File: src/rtl/inference_sequencer.sv
// Frame-level sequencer for one lane-detection inference pass: load, compute, result,
// stretched datapath soft reset, latency counter, error capture and sticky interrupt.
module inference_sequencer #(
    parameter int unsigned NUM_PIXELS        = 131072,
    parameter int unsigned SOFT_RESET_CYCLES = 15,
    parameter int unsigned TIMEOUT_CYCLES    = 16777216,
    parameter int unsigned CNT_WIDTH         = 32
) (
    input  logic                                clk,
    input  logic                                rst_n,
    input  logic                                soft_reset,
    input  logic                                irq_enable,
    input  logic                                irq_clear,
    input  logic                                first_pixel,
    input  logic                                pixel_wr,
    input  logic                                result_valid,
    output logic                                core_rst_n,
    output logic                                busy,
    output logic                                done,
    output logic                                irq,
    output logic [1:0]                          err_code,
    output logic [2:0]                          state,
    output logic [$clog2(NUM_PIXELS + 1)-1:0]   pixel_cnt,
    output logic [CNT_WIDTH-1:0]                cycle_cnt
);

    typedef enum logic [2:0] {
        StIdle    = 3'd0,
        StLoad    = 3'd1,
        StCompute = 3'd2,
        StDone    = 3'd3,
        StError   = 3'd4,
        StSrst    = 3'd5
    } state_e;

    localparam int unsigned PixW  = $clog2(NUM_PIXELS + 1);
    localparam int unsigned SrstW = (SOFT_RESET_CYCLES > 1) ? $clog2(SOFT_RESET_CYCLES) : 1;

    localparam logic [PixW-1:0]      LastPix    = PixW'(NUM_PIXELS - 1);
    localparam logic [CNT_WIDTH-1:0] TimeoutCnt = CNT_WIDTH'(TIMEOUT_CYCLES - 1);
    localparam logic [SrstW-1:0]     SrstLoad   = SrstW'(SOFT_RESET_CYCLES - 1);

    state_e               state_q, state_d;
    logic [SrstW-1:0]     srst_cnt_q;
    logic [PixW-1:0]      pixel_cnt_q;
    logic [CNT_WIDTH-1:0] cycle_cnt_q;
    logic [1:0]           err_code_q;
    logic                 irq_q;
    logic                 core_rst_n_q;

    logic [1:0] err_evt;
    logic       pix_inc;
    logic       frame_start;
    logic       irq_set;
    logic       timeout_hit;

    assign timeout_hit = (cycle_cnt_q == TimeoutCnt);

    always_ff @(posedge clk or negedge rst_n) begin
        if (!rst_n) begin
            state_q <= StIdle;
        end else begin
            state_q <= state_d;
        end
    end

    // Errors outrank every other transition; timeout only fires when nothing else does.
    always_comb begin
        state_d     = state_q;
        err_evt     = 2'd0;
        pix_inc     = 1'b0;
        frame_start = 1'b0;
        if (soft_reset) begin
            state_d = StSrst;
        end else begin
            case (state_q)
                StSrst: begin
                    if (srst_cnt_q == '0) state_d = StIdle;
                end
                StIdle, StDone: begin
                    if (first_pixel) begin
                        state_d     = StLoad;
                        frame_start = 1'b1;
                    end
                end
                StLoad: begin
                    if (result_valid) begin
                        err_evt = 2'd1;
                    end else if (first_pixel) begin
                        err_evt = 2'd2;
                    end else if (pixel_wr && pixel_cnt_q == LastPix) begin
                        pix_inc = 1'b1;
                        state_d = StCompute;
                    end else if (timeout_hit) begin
                        err_evt = 2'd3;
                    end else if (pixel_wr) begin
                        pix_inc = 1'b1;
                    end
                end
                StCompute: begin
                    if (pixel_wr || first_pixel) begin
                        err_evt = 2'd2;
                    end else if (result_valid) begin
                        state_d = StDone;
                    end else if (timeout_hit) begin
                        err_evt = 2'd3;
                    end
                end
                StError: state_d = StError;
                default: state_d = StIdle;
            endcase
            if (err_evt != 2'd0) state_d = StError;
        end
    end

    assign irq_set = irq_enable && (state_d != state_q)
                     && (state_d == StDone || state_d == StError);

    always_ff @(posedge clk or negedge rst_n) begin
        if (!rst_n) begin
            core_rst_n_q <= 1'b0;
            srst_cnt_q   <= '0;
            pixel_cnt_q  <= '0;
            cycle_cnt_q  <= '0;
            err_code_q   <= 2'd0;
            irq_q        <= 1'b0;
        end else begin
            core_rst_n_q <= (state_d != StSrst);
            if (soft_reset) begin
                srst_cnt_q <= SrstLoad;
            end else if (state_q == StSrst && srst_cnt_q != '0) begin
                srst_cnt_q <= srst_cnt_q - 1'b1;
            end
            if (state_d == StSrst) begin
                pixel_cnt_q <= '0;
                cycle_cnt_q <= '0;
                err_code_q  <= 2'd0;
                irq_q       <= 1'b0;
            end else begin
                if (frame_start) begin
                    pixel_cnt_q <= PixW'(1);
                    cycle_cnt_q <= '0;
                end else begin
                    if (pix_inc) pixel_cnt_q <= pixel_cnt_q + 1'b1;
                    if (busy && cycle_cnt_q != '1) cycle_cnt_q <= cycle_cnt_q + 1'b1;
                end
                if (err_evt != 2'd0) err_code_q <= err_evt;
                if (irq_set) begin
                    irq_q <= 1'b1;
                end else if (irq_clear) begin
                    irq_q <= 1'b0;
                end
            end
        end
    end

    always_comb begin
        busy  = (state_q == StLoad) || (state_q == StCompute);
        done  = (state_q == StDone);
        state = state_q;
    end

    assign core_rst_n = core_rst_n_q;
    assign irq        = irq_q;
    assign err_code   = err_code_q;
    assign pixel_cnt  = pixel_cnt_q;
    assign cycle_cnt  = cycle_cnt_q;

endmodule
File: config.mk
export PLATFORM = sky130hd
export DESIGN_NAME = inference_sequencer
export DESIGN_NICKNAME = d
export VERILOG_FILES = /design/src/rtl/inference_sequencer.sv
export SDC_FILE = /design/constraint.sdc
export NUM_CORES = 1
export LEC_CHECK = 0
export CORE_MARGIN = 2
export CORE_UTILIZATION = 45
export CTS_CLUSTER_SIZE = 14
export DETAILED_ROUTE_END_ITERATION = 10
export PLACE_DENSITY = 0.73
export SYNTH_ARGS = -nofsm -noshare
export SYNTH_HDL_FRONTEND = slang
export SYNTH_SLANG_ARGS = --single-unit
File: constraint.sdc
create_clock -name clk -period 6.1 [get_ports clk]
set_input_delay 1.83 -clock clk [delete_from_list [all_inputs] [get_ports clk]]
set_output_delay 1.83 -clock clk [all_outputs]
set_load 0.005 [all_outputs]
# Word level (Yosys, flattened, before mapping)
# Index checks and enable logic that the tools add are counted.
dict set report word_totals {
  output_inout_bits 59
  inputBits 8
  wordCells 84
  latch_bits 0
  n_memories 0
  ramBits 0
  reg_bits 61
  mem_bits_ro 0
}
dict set report classes {
  magnitude_cmp 0
  n_eq_ne 13
  multipliers 0
  mux 42
  add_sub_neg 3
  n_div 0
  bitwise 0
  n_reduce_logical 19
  n_shift 0
}
# operator count
set ops {}
lappend ops {{2-to-1 mux 32 bit} 3}
lappend ops {{2-to-1 mux 18 bit} 3}
lappend ops {{adder 32 x 1 -> 32 bit, second input constant} 1}
lappend ops {{== test 32 x 24 -> 1 bit, second input constant} 1}
lappend ops {{inequality test 32 bit, second input constant} 1}
lappend ops {{2-to-1 mux 3 bit} 9}
lappend ops {{2-to-1 mux 2 bit} 10}
lappend ops {{adder 18 x 1 -> 18 bit, second input constant} 1}
lappend ops {{== test 18 x 17 -> 1 bit, second input constant} 1}
lappend ops {{one-hot mux 3 bit (5 select lines)} 1}
lappend ops {{2-to-1 mux 1 bit} 13}
lappend ops {{== test 3 bit, second input constant} 4}
lappend ops {{== test 3 x 2 -> 1 bit, second input constant} 3}
lappend ops {{nonzero test 3 bit} 3}
lappend ops {{2-to-1 mux 4 bit} 2}
lappend ops {{nonzero test 2 bit} 4}
lappend ops {{logical AND 1 bit} 5}
lappend ops {{zero test 4 bit} 1}
lappend ops {{one-hot mux 2 bit (2 select lines)} 1}
lappend ops {{nonzero test 4 bit} 1}
lappend ops {{subtractor 4 x 1 -> 4 bit, second input constant} 1}
lappend ops {{== test 3 x 1 -> 1 bit, second input constant} 1}
lappend ops {{zero test 3 bit} 1}
lappend ops {{logical OR 1 bit} 3}
lappend ops {{3 further kinds} 3}

# Logic depth before layout (Yosys ltp)
# Gate-level depths: netlist (run 1).
dict set report logic_depth {
  word_depth 15
  mapped_depth 10
  depth_no_buf 9
}

# Worst setup path after synthesis (run 1)
# No wires, ideal clock.
dict set report synth_path {
  path_kind {input-to-reg}
  start {in pixel_wr}
  end {reg irq_q (netlist: irq)}
  arrival_time_ns 3.451
  n_path_buf 0
  cell_stages 7
  path_slack_ns 2.560
  setup_ns 0.088
  t_required_ns 6.012
  path_cell_list {and4b_1 -> nand4_2 -> o211a_1 -> or4_4 -> a31o_1 -> a32o_1 -> a41oi_1}
}
dict set report synth_between {
  elab_chain_cells 14
  word_cells_on_any_way 26
  classes_between {eq/ne: 4; mux: 15; reduce/logical: 7}
}
# element line_no
set synth_lines {}
lappend synth_lines {{start, declared} 15} ;# input logic pixel_wr,
lappend synth_lines {{logical AND 1 bit} 91} ;# end else if (pixel_wr && pixel_cnt_q == LastPix) begin
lappend synth_lines {{2-to-1 mux 2 bit} 91}
lappend synth_lines {{2-to-1 mux 2 bit} 89} ;# end else if (first_pixel) begin
lappend synth_lines {{2-to-1 mux 2 bit} 87} ;# if (result_valid) begin
lappend synth_lines {{one-hot mux 2 bit (2 select lines)} 76} ;# case (state_q)
lappend synth_lines {{2-to-1 mux 2 bit} 73} ;# if (soft_reset) begin
lappend synth_lines {{nonzero test 2 bit} 112} ;# if (err_evt != 2'd0) state_d = StError;
lappend synth_lines {{2-to-1 mux 3 bit *} 112}
lappend synth_lines {{2-to-1 mux 3 bit *} 73}
lappend synth_lines {{via state_d[0]} 43} ;# state_e state_q, state_d;
lappend synth_lines {{inequality test 3 bit (tied with other cells)} 116} ;# assign irq_set = irq_enable && (state_d != state_q)
lappend synth_lines {{logical AND 1 bit / logical OR 1 bit (equally long branches)} {116, 117}}
lappend synth_lines {{logical AND 1 bit} 117} ;# && (state_d == StDone || state_d == StError);
lappend synth_lines {{2-to-1 mux 1 bit} 148} ;# if (irq_set) begin
lappend synth_lines {{2-to-1 mux 1 bit} 134} ;# if (state_d == StSrst) begin
lappend synth_lines {{end signal, assigned} 138} ;# irq_q <= 1'b0;
lappend synth_lines {{end signal, assigned} 149} ;# irq_q <= 1'b1;
lappend synth_lines {{end signal, assigned} 151} ;# irq_q <= 1'b0;
lappend synth_lines {{end, declared} 48} ;# logic irq_q;
# Mark *: on every way through the listed nets, which the timed path passes. The rest lies on a longest branch. The select of a mux whose other input is x is not followed.
# A chain may end at the register's enable or synchronous reset.

# Worst setup path after layout (run 1)
dict set report layout_path {
  start {reg state_q[0] (netlist: state[0])}
  end {out busy}
}
dict set report layout_between {
  elab_chain_cells 2
  word_cells_on_any_way 3
  classes_between {eq/ne: 2; reduce/logical: 1}
}
# element line_no
set layout_lines {}
lappend layout_lines {{start, declared} 43}
lappend layout_lines {{start signal, assigned} 61} ;# state_q <= StIdle;
lappend layout_lines {{start signal, assigned} 63} ;# state_q <= state_d;
lappend layout_lines {{== test 3 x 1 -> 1 bit / == test 3 x 2 -> 1 bit (equally long branches)} 158} ;# busy = (state_q == StLoad) || (state_q == StCompute);
lappend layout_lines {{logical OR 1 bit *} 158}
lappend layout_lines {{end, declared} 18} ;# output logic busy,
# Every way passes the cells marked *; elsewhere a longest branch is shown, timed or not.

==> results of run 1 <==
==> power by group <==
part | total (W) | switching, W | leakage (nW) | internal (W)
combinational | 0.0000255 | 0.0000157 | 0.710 | 0.00000977
sequential | 0.000410 | 0.00000259 | 0.828 | 0.000407
clock | 0.000406 | 0.000154 | 0.116 | 0.000251
==> state kept, by name, indices dropped and copies added (netlist names) <==
| register | cells |
|---|---|
| err_code | 2 |
| srst_cnt_q | 4 |
| core_rst_n | 1 |
| irq | 1 |
| pixel_cnt | 18 |
| state | 3 |
| cycle_cnt | 32 |
==> placed cells by master, fill, tap and decap left out, types with 9 or more instances in the layout <==
cell	instances
nand4_1	12
clkbuf_8	11
nor2_1	51
or3_1	9
inv_1	16
o21ai_0	17
nand2_1	29
dfrtp_1	61
nand3_1	20
clkdlybuf4s50_1	65
nor3_1	9
xor2_1	23
xnor2_1	18
and3_1	11
a21oi_1	15
==> worst max-delay path: cells and delay by family, from the launching register on <==
kind,cells,cell delay (ps)
and+or+nand+nor,1,410
buffers and inverters,2,720
DFF,1,540
AOI/OAI and AO/OA,1,230
==> final cells by class <==
class / instances / share of cell area (%)
repair buffers: 68 / 15.6
clock inverters: 4 / 1.63
inverters: 16 / 1.40
flip-flops and latches: 61 / 35.5
multi-input cells: 278 / 39.4
clock buffers: 12 / 3.61
well taps: 99 / 2.88
==> kinds of logic after synthesis <==
group	count (synthesis)	synth area share, %
xor gates and xnor gates	41	10.8
AOI/OAI and AO/OA	52	9.79
and+or+nand+nor	179	28.3
muxes	3	0.903
adders and majority gates	3	1.13
DFF	61	45.9
buffers and inverters	26	3.20
==> worst max path at each step <==
stage / cells after the start / from / to / slack [ps]
CTS: 4 / state[0] / busy / 2020
finish: 4 / state[0] / busy / 2030
global route: 4 / state[0] / busy / 1790
detailed placement: 8 / pixel_wr / irq / 1840
floorplan: 7 / pixel_wr / irq / 2560
global placement: 8 / pixel_wr / irq / 1930
==> stage by stage <==
step	setup WS, ps	hold WS, ps	instances	instance area [um2]	power, W
5_1_grt	1790	540	538	4300	0.000872
6_report	2030	519	538	4300	0.000841
4_1_cts	2020	521	538	4300	0.000851
2_1_floorplan	2560	508	365	3320	0.000427
3_3_place_gp	1930	512	522	4070	0.000443
3_5_place_dp	1840	513	522	4070	0.000444
==> layer usage <==
layer / up-vias / global-route usage [%]
met4: 0 / 5.38
met2: 101 / 31.6
li1: 1432 / -
met5: - / 0
met1: 1391 / 27.9
met3: 5 / 5.70
==> cells in the mapped netlist, types with 2 or more instances <==
cell type	instances
o21ai_0	17
mux2i_1	3
ha_1	3
nand3_1	20
nand2b_1	4
nor2_1	51
and2_1	4
and4_1	6
nor3b_1	2
o21a_1	2
or2_2	2
dfrtp_1	61
and3_1	11
nand4_2	2
nand4_1	12
nor4_1	7
inv_1	16
o211ai_1	5
nand2_1	29
xnor2_1	18
nor3_1	9
a211oi_1	3
or4_1	2
or3_1	9
buf_2	7
xor2_1	23
nor2b_1	3
a21oi_1	15
clkbuf_1	3
==> impl_metrics.toml, run 1 <==
[route]
final_ant_viol_nets = 0
route.vias.total = 2929
route.detailed.wl_per_inst_um = 14.3
drt_iter0_markers = 168
detail_route.vias_per_cell = 5.44
routed_wirelength_mm = 7.69
routedLengthMet1_mm = 3.61
drtPass1Iterations = 5
topRoutingLayerUsed = "met4"
number_of_remaining_drc_errors = 0
met2WireLength_mm = 3.61
met3_length_um = 425

[floorplanning]
core_region_area_um2 = 7210
die-area_um2 = 8090
dieHeight_um = 90.0
floorplan.io_pins = 67
placementRows = 31
effective_utilization_at_floorplan_pct = 46.1
die_w_um = 90.0

[layout]
multi_input_comb_area_um2 = 1690
final_core_utilization_pct = 59.6
layout-drive-gt1-share_pct = 5.92
fill_cells = 635
finish.net_count = 445
num_antenna_cells = 0
area_growth_pct = 29.3
regArea_um2 = 1530

[critical_path]
worst_setup_path_end_kind = "output port"
worst_ep_arrival_time_ps = 2240
critical_register_to_register_path_startpoint = "state[0]"
worstPathMaxFanout = 11
required_arrival_time_at_the_worst_endpoint_ps = 4270
path_class = "reg -> out"
r2r_slack_ps = 3030
timing.critical_path.cells = "nor2b_1 -> o21ai_0 -> inv_1 -> clkdlybuf4s50_1"
timing.critical_path.slowest_stage_cell = "dfrtp_1"
worstRegToRegCells = 7
worst_setup_path_start_kind = "register"
max_stage_delay_ps = 540
rr_endpoint = "cycle_cnt[13]"

[synthesis]
synthDistinctLibCells = 45
post_synth_main_area_contributors = "dfrtp_1, xor2_1, nor2_1"
synthesis.area_um2 = 3320
syn_avg_cell_area_um2 = 9.11
ys_seq_area_share_pct = 45.9
synth_enable_flop_cells = 0
synth_nets = 376
yosys_warnings = 0
postSynthCellCount = 365
async_reset_ff_share_pct = 100
ys.flop_type = "dfrtp_1"
ys_seq_elements = 61
synth_top_area_cell = "dfrtp_1"
top_area_cell_type_share_of_the_netlist_area_pct = 45.9

[timing]
setup_tns_ps = 0
clock_skew_ps = 7.37
slew_headroom_pct = 30.4
post_route_clock_period_utilization_pct = 66.7
layout_min_cycle_time_ps = 4070
rsz0062_at_grt = "no"
maxSlewViolCount = 0
setup_viol = 0
tightestPinTransition_ps = 1030
timing.final.hold_violations = 0
maxClockFrequency_mhz = 246

[clocking]
ctsResizeCount = 0
clock_buffers_created_by_tritoncts = 9
cts.htree.levels = 3
post_cts.repair.setup_buffers = 0
cts_clock_pin_slew_for_the_worst_setup_and_hold_paths_ps = 70
tritoncts = "done"
cts-root-buf = "clkbuf_8"
clkLatencyLatePin_ps = 330
tritoncts_num_sinks = 61
ctsHoldBuffers = 0
max-clock-path-buffers = 2

[power]
power.leakage_nw = 1.65
p_per_area_nw_per_um2 = 196
ir_worst_vdd_uv = 105

[placement]
number_of_port_buffers = 66
gpl.final_weighted_congestion = 0.861
place.detailed.hpwl_mm = 5.40

[global_routing]
antenna_found_initial = 0
gr-usage-all-layers_pct = 20.2
first_global_vias = 2761
grt_first_pass_wirelength_mm = 13.4
pin_count_of_the_biggest_net_entering_global_routing = 62
grt-ovfl-total = 0

[status]
result_of_the_run = "finished clean"

[hold_path]
whs_endpoint = "err_code[1]"
timing.hold.worst_path_depth = 2
hold_path_startpoint = "err_code[1]"
hold_class = "reg -> reg"

[job]
cap_viol_max_count = 0
No activity file was read; power rests on OpenSTA's default activity.
==> run 2, diff against run 1 <==
--- a/config.mk
+++ b/config.mk
@@ -9,7 +9,7 @@
 export CORE_UTILIZATION = 45
 export CTS_CLUSTER_SIZE = 14
 export DETAILED_ROUTE_END_ITERATION = 10
-export PLACE_DENSITY = 0.73
+export PLACE_DENSITY = 0.76
 export SYNTH_ARGS = -nofsm -noshare
 export SYNTH_HDL_FRONTEND = slang
 export SYNTH_SLANG_ARGS = --single-unit
==> constraint.sdc (replaced) <==
create_clock -name clk -period 3.6 [get_ports clk]
set_input_delay 1.08 -clock clk [delete_from_list [all_inputs] [get_ports clk]]
set_output_delay 1.08 -clock clk [all_outputs]
set_load 0.005 [all_outputs]
==> run 2 against run 1 <==
Net effect:
- sequential cell count did not move
- power rose by 59%
- worst setup slack got worse by 1800 ps
- sequential share of layout area rose by 0.19 points
- sequential power rose by 69%
- register-to-register slack got worse by 2200 ps
- cell area fell by 0.52%
- clock-buffer cell count fell by 2
- clock skew rose by 6.3 ps
- final cell count did not move
- largest cell class unchanged
- highest routed layer unchanged
==> impl_metrics.toml, run 2 (synthesis results as in run 1) <==
[layout]
layout-drive-gt1-share_pct = 6.15
largest_reg_flops = 32
area_growth_pct = 28.6
final_cells = 538
fill_cells = 649
finish.net_count = 447
num_antenna_cells = 0
mostFrequentLayoutCell = "clkdlybuf4s50_1"
final_cell_mix = "clkdlybuf4s50_1, dfrtp_1, nor2_1"

[clocking]
ctsHoldBuffers = 0
cts-root-buf = "clkbuf_8"
tritoncts_num_sinks = 61
cts.htree.levels = 3
ctsResizeCount = 0
clock_buffers_created_by_tritoncts = 9
cts_clock_pin_slew_for_the_worst_setup_and_hold_paths_ps = 60
max-clock-path-buffers = 2
clkLatencyLatePin_ps = 340
post_cts.repair.setup_buffers = 0
tritoncts = "done"

[timing]
rsz0062_at_grt = "no"
setup_tns_ps = 0
setup_viol = 0
clock_skew_ps = 13.6
hold_ws_ps = 547
timing.final.hold_violations = 0
maxClockFrequency_mhz = 297
slew_headroom_pct = 49.5
tightestPinTransition_ps = 758
maxSlewViolCount = 0
layout_min_cycle_time_ps = 3360
post_route_clock_period_utilization_pct = 93.4

[critical_path]
worst_ep_arrival_time_ps = 2280
max_stage_delay_ps = 530
critPathLaunch = "state[1]"
timing.critical_path.slowest_stage_cell = "clkdlybuf4s50_1"
cp.buffers_inverters = 2
required_arrival_time_at_the_worst_endpoint_ps = 2520
r2r_slack_ps = 880
critical_register_to_register_path_startpoint = "cycle_cnt[18]"
worst_setup_path_end_kind = "output port"
critPathTopFamily = "buffers and inverters"
worst_setup_path_start_kind = "register"
timing.critical_path.cells = "nor2b_1 -> o21ai_0 -> inv_1 -> clkdlybuf4s50_1"
worstPathMaxFanout = 12
path_class = "reg -> out"

[hold_path]
hold_path_startpoint = "err_code[0]"
hold_class = "reg -> reg"

[power]
part_of_the_power_in_combinational_logic_pct = 3.3
net_switching_share_of_the_total_power_pct = 22.6
power.leakage_nw = 1.64
p_switching_w = 0.000303
p_per_area_nw_per_um2 = 313
ir_worst_vdd_uv = 189
seqPwrFrac_pct = 51.8
clock_power_share_pct = 44.8
internal_power_w = 0.00104
post_layout_power_w = 0.00134

[route]
routed_wirelength_mm = 8.02
number_of_remaining_drc_errors = 0
drtPass1Iterations = 4
drt_iter0_markers = 116
route.vias.total = 2964
detail_route.vias_per_cell = 5.51
route.detailed.wl_per_inst_um = 14.9
final_ant_viol_nets = 0

[job]
cap_viol_max_count = 0

[global_routing]
antenna_found_initial = 0
pin_count_of_the_biggest_net_entering_global_routing = 62
gr-usage-all-layers_pct = 21.2
first_global_vias = 2987
grt-ovfl-total = 0
grt_first_pass_wirelength_mm = 14.2

[floorplanning]
dieHeight_um = 90.0
floorplan.io_pins = 67
placementRows = 31
effective_utilization_at_floorplan_pct = 46.1
core_region_area_um2 = 7210
die-area_um2 = 8090
die_w_um = 90.0

[placement]
place.detailed.instances = 524
number_of_port_buffers = 66
place.detailed.hpwl_mm = 5.56
gpl.final_weighted_congestion = 0.874

[status]
result_of_the_run = "finished clean"
-- run 2: layout make-up --
type,count,area (um2),area share [%]
multi-input combinational,278,1690,39.6
sequential,61,1530,35.7
timing repair buffer,70,686,16.0
clock buffer,10,138,3.22
tap,99,124,2.90
inverter,16,60.1,1.40
clock inverter,4,50.0,1.17
-- run 2: routing by layer --
layer / up-vias / part of all wire (%) / GRT usage (%)
li1: 1431 / - / -
met1: 1426 / 46 / 28.8
met2: 97 / 47 / 34.1
met3: 10 / 5.4 / 4.19
met4: 0 / 1.4 / 7.69
met5: - / 0 / 0
-- run 2: through the flow --
step / utilization, % / instance area, um2 / worst slack (ps)
2_1_floorplan: - / 3320 / 810
3_3_place_gp: 56.7 / 4090 / 186
3_5_place_dp: 56.7 / 4090 / 122
4_1_cts: 59.3 / 4280 / 252
5_1_grt: 59.3 / 4280 / 51.4
6_report: 59.3 / 4280 / 238
-- run 2: path summary, 6_finish.rpt --
kind,end,cells past startpoint
max,busy,4
min,err_code[0],2
max reg2reg,cycle_cnt[28],7
min reg2reg,err_code[0],2
max in group asynchronous,cycle_cnt[29],2
min in group asynchronous,cycle_cnt[10],2
-- run 2: power by group through the flow --
stage | Clock [W] | Combinational, W | Sequential, W
2_1_floorplan | 0 | 0.0000180 | 0.000706
3_3_place_gp | 0 | 0.0000444 | 0.000707
3_5_place_dp | 0 | 0.0000460 | 0.000707
4_1_cts | 0.000606 | 0.0000460 | 0.000694
5_1_grt | 0.000639 | 0.0000516 | 0.000695
6_report | 0.000601 | 0.0000446 | 0.000694
-- run 2: worst register-to-register path: cells and delay by family, from the launching register on --
family	cells	cell delay [ps]
XOR/XNOR	1	160
AND/OR/NAND/NOR	5	1340
flip-flops	1	450
AO/OA/AOI/OAI	1	640
